$ cat src/rtl/step_sched_pkg.sv
// Shared encodings for the step scheduler: output phase and FSM state,
// plus the phase advance helper used by the datapath.
package step_sched_pkg;

    typedef enum logic [1:0] {
        ZERO  = 2'b00,
        ONE   = 2'b01,
        TWO   = 2'b10,
        THREE = 2'b11
    } phase_e;

    typedef enum logic [1:0] {
        IDLE = 2'b00,
        RUN  = 2'b01,
        DONE = 2'b10
    } state_e;

    // Two-bit add wraps THREE back to ZERO for free.
    function automatic phase_e phase_inc(input phase_e p);
        logic [1:0] raw;
        raw = 2'(p) + 2'b01;
        return phase_e'(raw);
    endfunction

endpackage

$ cat src/rtl/step_datapath.sv
// Phase counter and shift-pattern register for the step scheduler.
// clear wins over step; both flops hold when neither is asserted.
module step_datapath
    import step_sched_pkg::*;
#(
    parameter int SHIFT_W = 127
) (
    input  logic               clk,
    input  logic               rst_n,
    input  logic               clear,
    input  logic               step,
    output logic [1:0]         phase,
    output logic [SHIFT_W-1:0] shift
);

    phase_e             phase_q, phase_d;
    logic [SHIFT_W-1:0] shift_q, shift_d;

    always_comb begin
        phase_d = phase_q;
        shift_d = shift_q;
        if (clear) begin
            phase_d = ZERO;
            shift_d = '0;
        end else if (step) begin
            phase_d = phase_inc(phase_q);
            shift_d = {shift_q[SHIFT_W-3:0], 2'b11};
        end
    end

    always_ff @(posedge clk) begin
        if (!rst_n) begin
            phase_q <= ZERO;
            shift_q <= '0;
        end else begin
            phase_q <= phase_d;
            shift_q <= shift_d;
        end
    end

    assign phase = phase_q;
    assign shift = shift_q;

endmodule

$ cat src/rtl/step_scheduler.sv
// Step scheduler: accepts a step-count command and issues that many handshaked
// steps. Define STEP_SCHEDULER_STATS_EN to add the saturating step_count port.
//
// state | meaning
// IDLE  | waiting for a command, cmd_ready high
// RUN   | presenting steps, one fires per out_valid && out_ready
// DONE  | one-cycle done pulse, commands refused
module step_scheduler
    import step_sched_pkg::*;
#(
    parameter int SHIFT_W = 127,
    parameter int LEN_W   = 8
) (
    input  logic               clk,
    input  logic               rst_n,
    input  logic               cmd_valid,
    output logic               cmd_ready,
    input  logic [LEN_W-1:0]   cmd_len,
    input  logic               abort,
    output logic               out_valid,
    input  logic               out_ready,
    output logic [1:0]         out_phase,
    output logic [SHIFT_W-1:0] out_shift,
    output logic               busy,
`ifdef STEP_SCHEDULER_STATS_EN
    output logic [15:0]        step_count,
`endif
    output logic               done
);

    state_e           state_q, state_d;
    logic [LEN_W-1:0] remaining_q, remaining_d;
    logic             dp_clear;
    logic             dp_step;

    always_ff @(posedge clk) begin
        if (!rst_n) begin
            state_q     <= IDLE;
            remaining_q <= '0;
        end else begin
            state_q     <= state_d;
            remaining_q <= remaining_d;
        end
    end

    // abort takes priority over a ready consumer, so the aborting cycle never steps.
    always_comb begin
        state_d     = state_q;
        remaining_d = remaining_q;
        dp_clear    = 1'b0;
        dp_step     = 1'b0;
        case (state_q)
            IDLE: begin
                if (cmd_valid) begin
                    if (cmd_len != '0) begin
                        state_d     = RUN;
                        remaining_d = cmd_len;
                        dp_clear    = 1'b1;
                    end else begin
                        state_d = DONE;
                    end
                end
            end
            RUN: begin
                if (abort) begin
                    state_d = DONE;
                end else if (out_ready) begin
                    dp_step     = 1'b1;
                    remaining_d = remaining_q - LEN_W'(1);
                    if (remaining_q == LEN_W'(1)) begin
                        state_d = DONE;
                    end
                end
            end
            DONE:    state_d = IDLE;
            default: state_d = IDLE;
        endcase
    end

    // Outputs are gated by rst_n so the handshake stays quiet while reset is held.
    always_comb begin
        cmd_ready = 1'b0;
        out_valid = 1'b0;
        busy      = 1'b0;
        done      = 1'b0;
        if (rst_n) begin
            cmd_ready = (state_q == IDLE);
            out_valid = (state_q == RUN);
            busy      = (state_q == RUN) || (state_q == DONE);
            done      = (state_q == DONE);
        end
    end

    step_datapath #(
        .SHIFT_W (SHIFT_W)
    ) u_datapath (
        .clk   (clk),
        .rst_n (rst_n),
        .clear (dp_clear),
        .step  (dp_step),
        .phase (out_phase),
        .shift (out_shift)
    );

`ifdef STEP_SCHEDULER_STATS_EN
    logic [15:0] step_count_q, step_count_d;

    always_comb begin
        step_count_d = step_count_q;
        if (dp_step && (step_count_q != 16'hFFFF)) begin
            step_count_d = step_count_q + 16'd1;
        end
    end

    always_ff @(posedge clk) begin
        if (!rst_n) begin
            step_count_q <= '0;
        end else begin
            step_count_q <= step_count_d;
        end
    end

    assign step_count = step_count_q;
`endif

endmodule

$ cat config.mk
export PLATFORM = sky130hd
export DESIGN_NAME = step_scheduler
export DESIGN_NICKNAME = d
export VERILOG_FILES = /design/src/rtl/step_sched_pkg.sv /design/src/rtl/step_datapath.sv /design/src/rtl/step_scheduler.sv
export SDC_FILE = /design/constraint.sdc
export NUM_CORES = 1
export LEC_CHECK = 0
export CAP_MARGIN = 20
export CORE_ASPECT_RATIO = 1.2
export CORE_UTILIZATION = 40
export CTS_CLUSTER_DIAMETER = 50
export CTS_CLUSTER_SIZE = 25
export DETAILED_ROUTE_END_ITERATION = 12
export GPL_ROUTABILITY_DRIVEN = 0
export GPL_TIMING_DRIVEN = 1
export PLACE_DENSITY = 0.77
export SETUP_SLACK_MARGIN = 0.2
export SYNTH_ARGS = -nofsm -noshare
export SYNTH_HDL_FRONTEND = slang
export SYNTH_SLANG_ARGS = --single-unit
$ cat constraint.sdc
create_clock -name clk -period 1.5 [get_ports clk]
set_clock_uncertainty 0.1 [all_clocks]
set_input_delay 0.3 -clock clk [delete_from_list [all_inputs] [get_ports clk]]
set_output_delay 0.3 -clock clk [all_outputs]
set_load 0.01 [all_outputs]
==> metrics.txt <==
status=complete, but fails checks; failing checks=setup timing; Rows=38; Synth Area in Simple Gates=21.0%; Yosys cell types=41; final hold vios=0; CTS root buffer=clkbuf_8; met2 Usage GRT=42.1%; RR Endpoint=remaining_q[6]; Final WS setup=-235 ps; Critical Path, Cell by Cell=buf_6, ha_4, buf_12, and3b_2, nor2_2, nor4_1, o32ai_1; wire length per cell=15.4 um; placed inst area=0.00511 mm2; Placeable Area=0.00903 mm2; Final period util=116%; nature of the critical path endpoint=flop; Clock Latency Late Sink=360 ps; leakage power=2.82 nW; first-pass GRT wire length=17.7 mm; Synth Area in XOR/XNOR=0.471%; Area contributors post-synth=dfxtp_1 41%, nand2_1 14%, buf_4 13%, a21oi_2 9.4%, a21oi_1 4.7%; yosys warns=0; initial antenna violation count=0; Rel. slew slack=68.4%; Hold Crit Endpoint=remaining_q[5]; Compound-Gate Fraction of Synth Area=18.1%; grt peak-use layer=met2; Adder-Cell Fraction of Synth Area=1.68%; setup TNS=-12700 ps; via count=3880; CTS Hold Bufs=0; worst-case reg-to-reg path depth=7; maximum clock rate=576 MHz; beginning of the worst hold path=rst_n; area share of the largest cell type after synthesis=40.9%; Cell Area, Synth=0.00372 mm2; TritonCTS Buffers=9; vias per inst=4.96; DIE AREA=0.00969 mm2; RSZ-0062 raised after global routing=yes; internal power=3.44 mW; layout cells sized above 1=66.3%; Worst path top cell family by delay=simple AND/OR/NAND/NOR gates; diode count=0; grt total ovfl=0; setup violators final=80; HP Class=in -> reg; DRT iter0 DRCs=162; Antenna Violating Nets Remaining=0; sequential area share after synthesis=40.9%; post-route DRC violation count=0; Max clock buf depth=2; CP max FO=6; measured slew at the worst slew-check pin=472 ps; Post-Syn Nets=465; met1 Usage GRT=26.3%; Starting Density=41.2%; maximum vdd drop=0.540 mV; Syn Inst Count=447; net switching power=1.48 mW; arrival time at the worst endpoint=1890 ps; Avg Cell Area, Syn=8.32 um2; vias in the first global route=3535; largest net degree at the start of global routing=37; FF+latch count, synth=76; Worst Hold Path Cells=3; sequential group share of total power=42.6%; PnR Total Power=4.92 mW; GR Layer Usage met3=4.73%; Syn-to-layout area delta=70.1%; CP required=1650 ps; worst r2r src=state_q[0]; final wirelength=12.1 mm; Slew Viols, Final=0; combinational power share=23.0%; Reg clk slew, reported paths=90 ps; Total Routing Usage GR=23.1%; H-Tree Depth=3; Power Density=778 mW/mm2; CP max stage delay=330 ps; crit path max-delay cell type=dfxtp_2; Detailed Routing Iterations Pass 1=4; post-route cell area=0.00632 mm2; die width=90.0 um; number of fill cells=646; mux contribution to synthesized area=0.269%; WP buf/inv=2; crit path time final=1730 ps; Net Sw Frac=30.1%; hpwl dp=6.60 mm; cell taking the most area after synthesis=dfxtp_1; Die H=108 um; Crit Path Category=reg -> reg; clk sinks=76; largest family of logic cells by synthesized area=simple AND/OR/NAND/NOR gates; clock power share=34.4%; IO Pins=146; Nets=675; Startpoint Class=flop; port buffer count=145; r2r setup slk=-230 ps; Max Cap Viol=0; CTS tree=done
worst max path at each step:
stage	from	end	slack, ps	cells past startpoint
floorplan	state_q[1]	remaining_q[0]	0.6	7
global placement	rst_n	cmd_ready	-530	4
detailed placement	rst_n	cmd_ready	-560	4
CTS	state_q[0]	done	-220	5
global route	state_q[0]	remaining_q[0]	-290	7
finish	state_q[0]	remaining_q[6]	-230	7
metal layers:
layer / wire [um] / part of all wire, %
met5: 0 / 0
met4: 371 / 3.1
met3: 551 / 4.6
met2: 6490 / 54
met1: 4650 / 39
repair_timing:
action / 4_1_cts / 5_1_grt
gates resized for setup: 724 / 18
gates cloned: 2 / 2
pin swaps: 1 / 5
setup endpoints to repair: 209 / 136
buffers inserted: 72 / 33
power by group through the flow:
stage | Sequential (mW) | Combinational (mW) | Clock [mW]
final | 2.10 | 1.13 | 1.69
after global routing | 2.10 | 1.21 | 1.80
after CTS | 2.09 | 1.02 | 1.71
after detailed placement | 2.15 | 0.925 | 0
after global placement | 2.15 | 0.910 | 0
after floorplan | 2.16 | 0.576 | 0
per-stage QoR:
| stage | instances | setup WS, ps | hold slack (ps) | util (%) |
|---|---|---|---|---|
| after floorplan | 447 | 0.592 | 349 | - |
| final | 782 | -235 | 314 | 70.0 |
| after CTS | 747 | -215 | 366 | 65.9 |
| after global placement | 657 | -534 | 344 | 56.6 |
| after global routing | 782 | -285 | 328 | 70.0 |
| after detailed placement | 657 | -556 | 354 | 56.6 |
layout make-up:
cell class | instances | area (um2) | area share (%)
clock buffers | 9 | 124 | 1.96
clock inverters | 7 | 87.6 | 1.38
inverters | 8 | 30.0 | 0.475
well taps | 120 | 150 | 2.37
repair buffers | 289 | 2650 | 41.9
flip-flops and latches | 76 | 1620 | 25.7
multi-input cells | 273 | 1660 | 26.3
synth_stat cells, drive strengths merged:
| master | number |
|---|---|
| nand3b | 1 |
| clkbuf | 13 |
| nor2 | 12 |
| a311oi | 2 |
| nor4 | 8 |
| nor4bb | 1 |
| mux2i | 1 |
| and3 | 4 |
| nand2b | 2 |
| o21a | 1 |
| a21oi | 75 |
| nor2b | 4 |
| dfxtp | 76 |
| xnor2 | 1 |
| a31o | 1 |
| o41ai | 1 |
| nand3 | 1 |
| and4b | 1 |
| xor2 | 1 |
| a211oi | 1 |
| buf | 77 |
| o32ai | 6 |
| a31oi | 1 |
| o211a | 1 |
| ha | 5 |
| and2 | 2 |
| nand2 | 135 |
| inv | 8 |
| and3b | 1 |
| o311a | 1 |
| nor3 | 2 |
| a211o | 1 |
placed cells by master (no fill, tap or decap), drive strengths merged:
cell type and n:
o311a 1, and3 4, o41ai 1, inv 13
xnor2 1, a31o 1, a21oi 75, xor2 1
clkbuf 11, nand3 1, a211o 1, o32ai 6
buf 275, dlygate4sd2 2, o21a 1, a211oi 1
nor4bb 1, nand2b 2, and2 2, clkdlybuf4s50 9
mux2i 1, nand3b 1, ha 5, and4b 1
nand2 135, clkinv 1, and3b 1, a31oi 1
nor4 8, bufinv 1, nor3 2, dlymetal6s2s 1
o211a 1, a311oi 2, dfxtp 76, nor2b 4
nor2 12
worst min-delay path, delay by kind of cell:
kind                   cells  cell delay [ps]
AOI/OAI and AO/OA          1              100
buffers and inverters      2              320
state kept, by name, summed over array words and instances (netlist names):
signal	flops
u_datapath.phase	2
remaining_q	8
state_q	2
u_datapath.shift	64
logic make-up (layout without fill, tap and decap cells):
kind of cell | Yosys count | in the layout
AO/OA/AOI/OAI | 91 | 91
AND/OR/NAND/NOR | 174 | 174
flip-flops | 76 | 76
multiplexers | 1 | 1
adder cells (fa/ha/maj) | 5 | 5
XOR/XNOR | 2 | 2
buffers and inverters | 98 | 313
No activity file was read; power rests on OpenSTA's default activity.
